**src/rtl/decoder_seq.sv**
```systemverilog
// ---------------------------------------------------------------------------
// decoder_seq
//   Registered one-hot decoder with a valid/ready command interface.
//   An accepted command drives dec_out = 1 << sel in one of three modes:
//     LEVEL   - held until replaced by another command
//     PULSE   - high for exactly one cycle
//     STRETCH - high for PULSE_LEN cycles (no commands taken meanwhile)
//   Mode 11 is reserved: it is counted but only raises a one-cycle err.
//   A wrapping counter tracks every accepted command.
//
// Ports
//   clk       in   1            rising-edge clock
//   rst_n     in   1            asynchronous active-low reset
//   enable    in   1            low: output forced inactive, no accepts
//   in_valid  in   1            command valid
//   in_ready  out  1            command can be accepted this cycle
//   sel       in   IN_W         channel select
//   mode      in   2            00 LEVEL, 01 PULSE, 10 STRETCH, 11 reserved
//   dec_out   out  2**IN_W      registered one-hot output, zero when inactive
//   idle      out  1            FSM idle and output zero
//   err       out  1            one-cycle pulse after accepting mode 11
//   acc_cnt   out  CNT_W        accepted-command count (wraps)
// ---------------------------------------------------------------------------
module decoder_seq #(
    parameter int IN_W      = 3,
    parameter int PULSE_LEN = 4,   // legal range 1..255
    parameter int CNT_W     = 8
) (
    input  logic                 clk,
    input  logic                 rst_n,
    input  logic                 enable,
    input  logic                 in_valid,
    output logic                 in_ready,
    input  logic [IN_W-1:0]      sel,
    input  logic [1:0]           mode,
    output logic [2**IN_W-1:0]   dec_out,
    output logic                 idle,
    output logic                 err,
    output logic [CNT_W-1:0]     acc_cnt
);

    localparam int OUT_W = 2**IN_W;

    typedef enum logic [1:0] {
        S_IDLE    = 2'd0,
        S_LEVEL   = 2'd1,
        S_PULSE   = 2'd2,
        S_STRETCH = 2'd3
    } state_e;

    typedef enum logic [1:0] {
        M_LEVEL   = 2'b00,
        M_PULSE   = 2'b01,
        M_STRETCH = 2'b10,
        M_RSVD    = 2'b11
    } mode_e;

    state_e             state_q;
    logic [OUT_W-1:0]   dec_q;
    logic [7:0]         cnt_q;     // remaining STRETCH cycles after the current one
    logic               err_q;
    logic [CNT_W-1:0]   acc_q;

    logic [OUT_W-1:0]   onehot_d;
    logic               accept;

    // Only the state is consulted, never in_valid, so ready does not
    // depend combinationally on the command it gates.
    assign in_ready = enable && (state_q != S_STRETCH);
    assign accept   = in_valid && in_ready;
    assign onehot_d = OUT_W'(1) << sel;

    // NOTE: every register is assigned with <= so all state updates see the
    // pre-edge values; mixing in = here would create order-dependent logic.
    always_ff @(posedge clk or negedge rst_n) begin
        if (!rst_n) begin
            state_q <= S_IDLE;
            dec_q   <= '0;
            cnt_q   <= '0;
            err_q   <= 1'b0;
            acc_q   <= '0;
        end else if (!enable) begin
            // Disable wins over everything except the counter, which holds.
            state_q <= S_IDLE;
            dec_q   <= '0;
            cnt_q   <= '0;
            err_q   <= 1'b0;
        end else begin
            err_q <= 1'b0;
            if (accept) begin
                // Same transitions from IDLE, LEVEL and PULSE; STRETCH never
                // reaches here because in_ready is low in that state.
                acc_q <= acc_q + CNT_W'(1);
                case (mode_e'(mode))
                    M_LEVEL: begin
                        state_q <= S_LEVEL;
                        dec_q   <= onehot_d;
                    end
                    M_PULSE: begin
                        state_q <= S_PULSE;
                        dec_q   <= onehot_d;
                    end
                    M_STRETCH: begin
                        state_q <= S_STRETCH;
                        dec_q   <= onehot_d;
                        cnt_q   <= 8'(PULSE_LEN - 1);
                    end
                    M_RSVD: begin
                        state_q <= S_IDLE;
                        dec_q   <= '0;
                        err_q   <= 1'b1;
                    end
                endcase
            end else begin
                case (state_q)
                    S_IDLE:  dec_q <= '0;
                    S_LEVEL: ;  // hold output
                    S_PULSE: begin
                        state_q <= S_IDLE;
                        dec_q   <= '0;
                    end
                    S_STRETCH: begin
                        if (cnt_q == 8'd0) begin
                            state_q <= S_IDLE;
                            dec_q   <= '0;
                        end else begin
                            cnt_q <= cnt_q - 8'd1;
                        end
                    end
                endcase
            end
        end
    end

    assign dec_out = dec_q;
    assign err     = err_q;
    assign acc_cnt = acc_q;
    assign idle    = (state_q == S_IDLE) && (dec_q == '0);

endmodule

```
**config.mk**
```make
export PLATFORM = sky130hd
export DESIGN_NAME = decoder_seq
export DESIGN_NICKNAME = d
export VERILOG_FILES = /design/src/rtl/decoder_seq.sv
export SDC_FILE = /design/constraint.sdc
export NUM_CORES = 1
export LEC_CHECK = 0
export ABC_AREA = 1
export CORE_MARGIN = 2
export CORE_UTILIZATION = 30
export CTS_BUF_LIST = sky130_fd_sc_hd__clkbuf_2 sky130_fd_sc_hd__clkbuf_4 sky130_fd_sc_hd__clkbuf_8
export DETAILED_ROUTE_END_ITERATION = 8
export HOLD_SLACK_MARGIN = 0.12
export PLACE_DENSITY = 0.59
export SKIP_LAST_GASP = 1
export SLEW_MARGIN = 15
export SYNTH_ARGS = -nofsm -noshare
export SYNTH_HDL_FRONTEND = slang
export SYNTH_SLANG_ARGS = --single-unit
```
**constraint.sdc**
```tcl
create_clock -name clk -period 1.5 [get_ports clk]
set_input_delay 0.45 -clock clk [delete_from_list [all_inputs] [get_ports clk]]
set_output_delay 0.45 -clock clk [all_outputs]
set_load 0.02 [all_outputs]
```
After elaboration in Yosys (flattened, before gate mapping)
Index checks and enable logic that the tools add are counted.
Widths: inputs -> output; s select.

word-level totals
  flip-flop bits (word level) = 27
  bits in latches = 0
  RAM bits = 0
  memory bits (read-only) = 0
  output and inout bits = 19
  word-level logic and storage cells = 51
  memories kept = 0

cells by class
  $add $sub $neg = 2
  multipliers = 0
  div/mod/pow operators = 0
  order comparisons = 0
  equal/unequal tests = 12
  shifts and indexed selects = 1
  mux-type cells = 18
  bitwise logic cells = 0
  reduce and logical (&&, ||, !) cells = 13

operator list
  kind                 count
  $mux 8               8
  $pmux 8 s2           2
  $logic_not 8->1      2
  $add 8x1->8 const B  1
  $eq 2x2->1 const B   4
  $pmux 2 s4           1
  $shl 1x3->8 const A  1
  $sub 8x1->8 const B  1
  $mux 2               3
  $reduce_and 2->1     3
  $logic_not 2->1      2
  $ne 4x1->1 const B   1
  $ne 4x2->1 const B   1
  $ne 4x4->1 const B   1
  $pmux 2 s2           1
  $logic_and 1x1->1    3
  $mux 1               3
  $ne 3x1->1 const B   1
  $ne 3x2->1 const B   1
  $ne 3x3->1 const B   1
  $reduce_and 3->1     1
  $reduce_or 3->1      1
  $eq 2x1->1 const B   1
  $ne 2x2->1 const B   1
  $reduce_or 2->1      1

Logic depth before layout (Yosys ltp)
  word-level depth = 5
  depth in mapped cells = 9
  gate-level depth less buffers = 9

Least setup slack after synthesis
OpenSTA, ideal clock, no wires.

  path type = flip-flop to output port
  from = register dec_q[1] (netlist: dec_out[1])
  to = output idle
  data arrival time = 0.987 ns
  data required time = 1.050 ns
  slack = 0.063 ns
  stages on the path, launching flop included = 3
  path buffers = 0
  cell sequence = dfrtp_1 -> nor4_1 -> and3_1

between the ends
  cells in the longest elaborated chain, start to end = 2

RTL lines
  item                    line  text
  from (decl)             59    logic [OUT_W-1:0] dec_q;
  from (signal assigned)  97    dec_q <= onehot_d;
  from (signal assigned)  101   dec_q <= onehot_d;
  from (signal assigned)  105   dec_q <= onehot_d;
  $logic_not 8->1         138   assign idle = (state_q == S_IDLE) && (dec_q == '0);
  $logic_and 1x1->1       138
  to (decl)               37    output logic idle,

No other way between the ends.

Worst setup path in the final report
  from = register dec_q[5] (netlist: dec_out[5])
  to = output idle

Same word-level chain as after synthesis.

==> summary.txt <==
Core ar.: 4755 um^2
RSZ-0062 raised after global routing: true
Synth Net Count: 204
Placed Area: 2111 um^2
post-synth top area share: 45.42%
sequential share of the synthesized area: 45.42%
first-pass GRT wire length: 5989 um
Min-Delay Path Class: input port to async pin
Post-synth EDFFs: 0
CTS Buffer Depth: 2
FF+latch count, synth: 27
Core Rows: 25
top_reg_cell synth: dfrtp_1
post-synth cell types: 24
Die W: 74.42 um
WP data required: 1.05 ns
synthesized area per cell: 7.830 um^2
gr ovfl total: 0
CTS buffer count: 3
RD Place Congestion: 0.8151
Critical Path Sink Type: output port
DRT Wirelength: 3597 um
Worst-path clk slew: 0.10 ns
clk_skew: 0.0009905 ns
via count: 1422
YS warnings: 0
nets@finish: 275
CTS H-tree depth: 1
Routed Antenna Nets: 0
Post-route DRC: 0
# port buffers: 27
critical path class: flop to output port
via/cell ratio: 4.349
Final Worst Setup Slack: -0.2525 ns
Arrival @ worst endpoint: 1.30 ns
fin area: 2277 um^2
Cell Area, Synth: 1488 um^2
Synth async-reset ratio: 100.0%
Commonest cells post-synth: nand2_1 (63), dfrtp_1 (27), inv_1 (25)
Die Y: 74.42 um
largest net degree at the start of global routing: 28
Cells after Synth: 190
CP peak stage delay: 0.41 ns
share of layout cells above drive strength 1: 33.85%
post-route clock period utilization: 116.8%
final setup fails: 3
startpoint type of the worst setup path: flop
total track usage: 14.11%
initial antenna violation count: 0
max_slew headroom: 85.69%
Slew @ Worst Pin: 0.2129 ns
worst-path cell chain: nor4_2 -> and3_1 -> buf_4
crit path time final: 1.753 ns
most common cell in the netlist: nand2_1
status: complete, but fails checks
area leader, netlist: dfrtp_1
CTS tree: built
Crit Path Max Fanout: 2
antenna cells: 0
Max Cap Violations: 0
final count of hold timing violations: 0
total negative slack: -0.2965 ns
largest cells by area after synthesis: dfrtp_1 (45%), nand2_1 (16%), inv_1 (6.3%)
Area Overhead vs Synth: 53.07%
Detailed Place HPWL: 2594 um
Critical Path Slowest Stage Cell: dfrtp_1
CTS sink cnt: 27
vias in the first global route: 1384
wire length per cell: 11.00 um
CTS root buf: clkbuf_8
violated checks: setup timing
Worst VDD drop: 0.5382 mV
r2r setup slk: 0.07 ns
Skew-Pair Late Insertion Delay: 0.28 ns
Initial Util: 31.29%
I/O pins: 28
First-pass DRT Iterations: 4
die area: 5538 um^2
# fillers: 478
PD cells: 1152 nW/um^2
First DRT Iteration DRCs: 44
Lkg Pwr: 1.256 nW
Max Fclk: 570.6 MHz
final count of pins violating max slew: 0
repair_timing:
action | in CTS | in global routing
hold buffers | 0 | 0
pin swaps | 3 | 9
setup endpoints to repair | 37 | 24
setup buffers | 4 | 5
gates resized for setup | 69 | 27
state kept, by name, summed over array words and instances (netlist names):
signal   cells
acc_cnt      8
err          1
dec_out      8
cnt_q        8
state_q      2
metrics by stage:
stage / hold slack, ns / std cells / util (%) / setup WS (ns) / total power, mW
4_1_cts: 0.5110 / 323 / 45.95 / -0.2535 / 2.560
3_5_place_dp: 0.4968 / 317 / 44.39 / -0.5918 / 2.119
6_report: 0.5069 / 327 / 47.89 / -0.2525 / 2.624
2_1_floorplan: 0.1544 / 190 / - / 0.06332 / 1.590
5_1_grt: 0.5259 / 327 / 47.89 / -0.3152 / 2.833
3_3_place_gp: 0.4962 / 317 / 44.39 / -0.5768 / 2.098
cells by family after synthesis:
group | synth area share (%)
buf+inv | 7.317
compound gates | 4.962
fa+ha+maj | 4.205
xor+xnor | 3.532
flops | 45.42
simple gates | 34.57
report_power, final:
| group | internal [mW] | total (mW) | switching, mW |
|---|---|---|---|
| clock | 0.195 | 0.451 | 0.256 |
| combinational | 0.552 | 1.23 | 0.678 |
| sequential | 0.860 | 0.942 | 0.0828 |
| total | 1.61 | 2.62 | 1.02 |
final cells by class:
cell class / instances / area, um^2 / area share [%]
Sequential cell: 27 / 675.6 / 29.67
Timing Repair Buffer: 67 / 569.3 / 25.00
Tap cell: 67 / 83.83 / 3.681
Clock buffer: 3 / 41.29 / 1.813
Multi-Input combinational cell: 136 / 800.8 / 35.16
Clock inverter: 1 / 8.758 / 0.3846
Inverter: 26 / 97.59 / 4.286
final timing paths:
check	startpoint	to	cells past startpoint
max in group asynchronous	rst_n	cnt_q[4]$_DFFE_PN0P_	2
hold reg to reg	acc_cnt[6]$_DFFE_PN0P_	acc_cnt[6]$_DFFE_PN0P_	1
min in group clk	acc_cnt[6]$_DFFE_PN0P_	acc_cnt[6]$_DFFE_PN0P_	1
setup reg to reg	state_q[1]$_DFFE_PN0P_	acc_cnt[5]$_DFFE_PN0P_	9
setup / recovery	dec_out[5]$_DFFE_PN0P_	idle	3
hold / removal	rst_n	cnt_q[7]$_DFFE_PN0P_	2
worst max-delay path: cells and delay by family, from the launching register on:
| kind | cells | cell delay [ns] |
|---|---|---|
| buffers and inverters | 1 | 0.14 |
| DFF | 1 | 0.41 |
| and+or+nand+nor | 2 | 0.47 |
metal layers:
metal,GRT usage [%],up-vias,part of all wire [%]
met2,23.11,33,48
met4,3.968,0,0.78
met1,19.02,653,48
met5,0,-,0
met3,2.846,4,3.3
li1,-,732,-
cells in the final DEF, fill, tap and decap left out, types with 3 or more instances in the layout:
master           instances
inv_1                   22
nor2_1                  22
clkdlybuf4s50_1          4
nand3_1                  8
dfrtp_1                 27
nand4_1                  4
clkbuf_8                 3
dlygate4sd2_1            8
dlymetal6s2s_1           3
xnor2_1                  4
buf_4                   35
o21ai_0                  4
buf_6                    7
o21ai_1                  5
nand2_4                  4
buf_2                    6
inv_2                    4
nand2_2                 11
nand2_1                 53
No activity file was read; power rests on OpenSTA's default activity.
==> RTL change 1, RTL diff (same settings) <==
`IN_W`: 3 -> 2.
--- a/src/rtl/decoder_seq.sv
+++ b/src/rtl/decoder_seq.sv
@@ -22,7 +22,7 @@
 //   acc_cnt   out  CNT_W        accepted-command count (wraps)
 // ---------------------------------------------------------------------------
 module decoder_seq #(
-    parameter int IN_W      = 3,
+    parameter int IN_W      = 2,
     parameter int PULSE_LEN = 4,   // legal range 1..255
     parameter int CNT_W     = 8
 ) (
Interface: changed (resized dec_out and sel); port bits go from 28 to 23. No check against the original RTL was run, so the function may have changed too.
==> RTL change 1 against the original RTL <==
  * Sequential cell count is 4 lower
  * Non-clock buffer count is 7 lower
  * Cell area is 13% lower
  * Total power is 4.8% lower
  * Synthesized area is 9.3% lower
  * Via count is 17% lower
  * Critical path type unchanged
  * Clock power is 9.1% lower
  * Worst setup slack better by 0.020 ns
  * Largest power group unchanged
  * The run still ends with negative setup slack left
  * Wire length is 20% lower
  * Register-to-register slack better by 0.04 ns
==> RTL change 1: results (changes against the original RTL) <==
status finished with violations (unchanged); failing checks negative setup slack (unchanged); Max Used Layer met4 (unchanged); synth top area cells dfrtp_1, nand2_1, inv_1 (unchanged); max incr delay on CP 0.39 ns (was 0.41 ns); met3 wire length 101 um (was 118 um); via count 1186 (was 1422); Iteration-0 DRC Markers 16 (was 44); met2 usage 20.87% (was 23.11%); # port buffers 22 (was 27); CP Data Arrival Time 1.28 ns (was 1.30 ns); total track usage 12.79% (was 14.11%); RePlAce Congestion 0.7542 (was 0.8151); DP Wirelength 2.187 mm (was 2.594 mm); slew of the pin with the lowest slew margin 0.2983 ns (was 0.2129 ns); Worst-path clk slew 0.09 ns; proportion of synthesized area in mux cells 0% (unchanged); Syn Inst Count 161 (was 190); largest net degree at the start of global routing 24 (was 28); Seq/Total Area, Yosys 42.67% (was 45.42%); Syn Nets 174 (was 204); final worst slack -0.2324 ns (was -0.2525 ns); Setup Viol. Count Final 2 (was 3); share of cells above drive strength 1 34.38% (was 33.85%); Clock group 410 uW (was 451 uW); first-pass GRT wire length 5.126 mm (was 5.989 mm); met3 usage 1.852% (was 2.846%); Max VDD drop 0.7639 mV (was 0.5382 mV); met1 GRT Util 17.11% (was 19.02%); Met2 Wirelength 1.385 mm (was 1.728 mm); wl on met1 1.360 mm (was 1.722 mm); Worst Skew 0.002883 ns (was 0.0009905 ns); XOR/XNOR Fraction of Synth Area 5.195% (was 3.532%); vias in the first global route 1173 (was 1384); routed length per instance 10.40 um (was 11.00 um)
## RTL change 1: cell types whose count changed in the layout (fill, tap and decap cells not counted), sizes merged, moves of 2 or more
| cell | delta |
|---|---|
| nand2 | -25 |
| nor2 | -7 |
| buf | -6 |
| dfrtp | -4 |
| dlygate4sd2 | +4 |
| nand4 | +3 |
| o21ai | +3 |
| xor2 | +3 |
| a21oi | +2 |
| clkbuf | -2 |
| dlymetal6s2s | -2 |
## RTL change 1: final cells by class
type                    count  area (um^2)
clock buffers               3        41.29
clock inverters             1        5.005
fillers                   430         2381
inverters                  27        108.9
multi-input cells         110        701.9
flip-flops and latches     23        575.6
well taps                  52        65.06
repair buffers             60        475.5
## RTL change 1: stage by stage
step	hold WS, ns	power, mW	cell area [um^2]	setup WS (ns)	TNS (ns)
final	0.5232	2.497	1973	-0.2324	-0.2547
after detailed placement	0.5088	2.111	1878	-0.6339	-8.195
after global placement	0.4920	2.101	1878	-0.6242	-7.936
after CTS	0.5368	2.488	1927	-0.2493	-0.2493
after floorplan	0.1544	1.567	1360	0.006565	0
after global routing	0.5438	2.727	1973	-0.3060	-0.3859
## RTL change 1: repair_timing
item                       CTS  global route
setup endpoints to repair   31            18
pin swaps                    1             5
buffers inserted             4             2
gates resized for setup     41            11
## RTL change 1: final timing paths
kind,from,to,slack (ns),depth (start not counted)
setup / recovery,dec_out[1],idle,-0.23,3
hold / removal,rst_n,cnt_q[7],0.52,2
setup reg to reg,state_q[1],acc_cnt[5],0.11,8
hold reg to reg,acc_cnt[7],acc_cnt[7],0.53,2
max in group asynchronous,rst_n,err,0.75,2
min in group clk,acc_cnt[7],acc_cnt[7],0.53,2
==> RTL change 2, RTL diff (config.mk and constraints unchanged) <==
Made on the original files. Add an input register stage for `mode`, without a reset; this delays it by one clock. The other inputs are not delayed to match. Comments in the files are not updated.
--- a/src/rtl/decoder_seq.sv
+++ b/src/rtl/decoder_seq.sv
@@ -55,6 +55,12 @@
         M_RSVD    = 2'b11
     } mode_e;
 
+    logic [1:0] mode_q;
+
+    always_ff @(posedge clk) begin
+        mode_q <= mode;
+    end
+
     state_e             state_q;
     logic [OUT_W-1:0]   dec_q;
     logic [7:0]         cnt_q;     // remaining STRETCH cycles after the current one
@@ -91,7 +97,7 @@
                 // Same transitions from IDLE, LEVEL and PULSE; STRETCH never
                 // reaches here because in_ready is low in that state.
                 acc_q <= acc_q + CNT_W'(1);
-                case (mode_e'(mode))
+                case (mode_e'(mode_q))
                     M_LEVEL: begin
                         state_q <= S_LEVEL;
                         dec_q   <= onehot_d;
Function: changed (a bounded check fails within 4 cycles, from zero or initial values and one cycle with rst_n low).
==> RTL change 2 against the original RTL <==
  * The flow still finishes with violations (negative setup slack)
  * Clock skew barely moved
  * Synthesized area up 5.1%
  * Largest power group unchanged
  * Total power is 8.7% higher
  * Cell area is 0.93% lower
  * Sequential cell count is 2 higher
  * Non-clock buffer count down 8
  * Wire length shrank 7.3%
  * Highest routed layer unchanged
  * Worst setup slack gained 0.050 ns
==> RTL change 2: results (changes against the original RTL) <==
status finished with violations (unchanged); failing checks negative setup slack (unchanged); RePlAce Congestion 0.7500 (was 0.8151); wl on met1 1.524 mm (was 1.722 mm); drt via density 4.223 (was 4.349); Worst-path clk slew 0.06 ns (was 0.10 ns); via count 1385 (was 1422); Layout Nets 271 (was 275); Syn Nets 206 (was 204); met2 usage 20.97% (was 23.11%); Syn Inst Count 192 (was 190); worst hold slack 0.5234 ns (was 0.5069 ns); Reg2Reg Launch Point cnt_q[1] (was state_q[1]); R2R Path End dec_out[1] (was acc_cnt[5]); R2R Setup Slk 0.14 ns (was 0.07 ns); Iteration-0 DRC Markers 45 (was 44); met3 wire length 105 um (was 118 um); Post-CTS Repair Setup Buffers 0 (was 4); H-Tree Depth 2 (was 1); final worst slack -0.2030 ns (was -0.2525 ns); CP Data Arrival Time 1.25 ns (was 1.30 ns); Met2 Wirelength 1.657 mm (was 1.728 mm); FFs w/ async S/R, synth 93.10% (was 100.0%); synth top area cells dfrtp_1, nand2_1, inv_1 (unchanged); Seq/Total Area, Yosys 45.76% (was 45.42%); Setup Viol. Count Final 1 (was 3); vias in the first global route 1312 (was 1384); DP Wirelength 2.505 mm (was 2.594 mm); post-CTS resize count 48 (was 69); share of cells above drive strength 1 29.84% (was 33.85%); Inserted Clock Buffers 5 (was 3); Max VDD drop 0.6168 mV (was 0.5382 mV); met3 usage 3.199% (was 2.846%); total track usage 12.64% (was 14.11%); met1 GRT Util 14.90% (was 19.02%)
[RTL change 2: cell types whose count changed in the layout (fill, tap and decap cells not counted), sizes merged, moves of 2 or more]
cell           change
clkinv             +2
buf                -8
dfxtp              +2
clkdlybuf4s50      +2
dlymetal6s2s       -2
[RTL change 2: how the worst max path moves through the flow]
stage	startpoint	end	slack (ns)
after floorplan	dec_out[1]	idle	0.06
after global placement	enable	in_ready	-0.62
after detailed placement	enable	in_ready	-0.62
after CTS	dec_out[1]	idle	-0.22
after global routing	dec_out[5]	idle	-0.31
final	dec_out[2]	idle	-0.20
[RTL change 2: worst max-delay path: cells and delay by family (launching register included)]
kind,cells,cell delay [ns]
simple gates,2,0.46
flops,1,0.40
buf+inv,1,0.12
[RTL change 2: logic make-up after synthesis]
group,after synthesis,share of synthesized area (%)
compound gates,10,5.360
buf+inv,28,7.199
xor+xnor,7,3.920
flops,29,45.76
fa+ha+maj,5,4.000
simple gates,113,33.76
[RTL change 2: power breakdown]
group / internal, mW / switching [mW] / total (mW)
logic: 0.528 / 0.692 / 1.22
clock network: 0.319 / 0.293 / 0.611
registers: 0.924 / 0.0971 / 1.02
total: 1.77 / 1.08 / 2.85
[RTL change 2: final cells by class]
cell class	count	area, um^2
Fill cell	522	2819
Multi-Input combinational cell	135	778.2
Sequential cell	29	715.7
Timing Repair Buffer	59	486.7
Inverter	27	101.3
Tap cell	70	87.58
Clock buffer	5	68.82
Clock inverter	3	17.52
[RTL change 2: through the flow]
stage	utilization (%)	worst slack, ns	area [um^2]
global placement	42.63	-0.6189	2163
finish	44.45	-0.2030	2256
detailed placement	42.63	-0.6165	2163
CTS	43.91	-0.2162	2228
global route	44.45	-0.3130	2256
floorplan	-	0.06332	1564
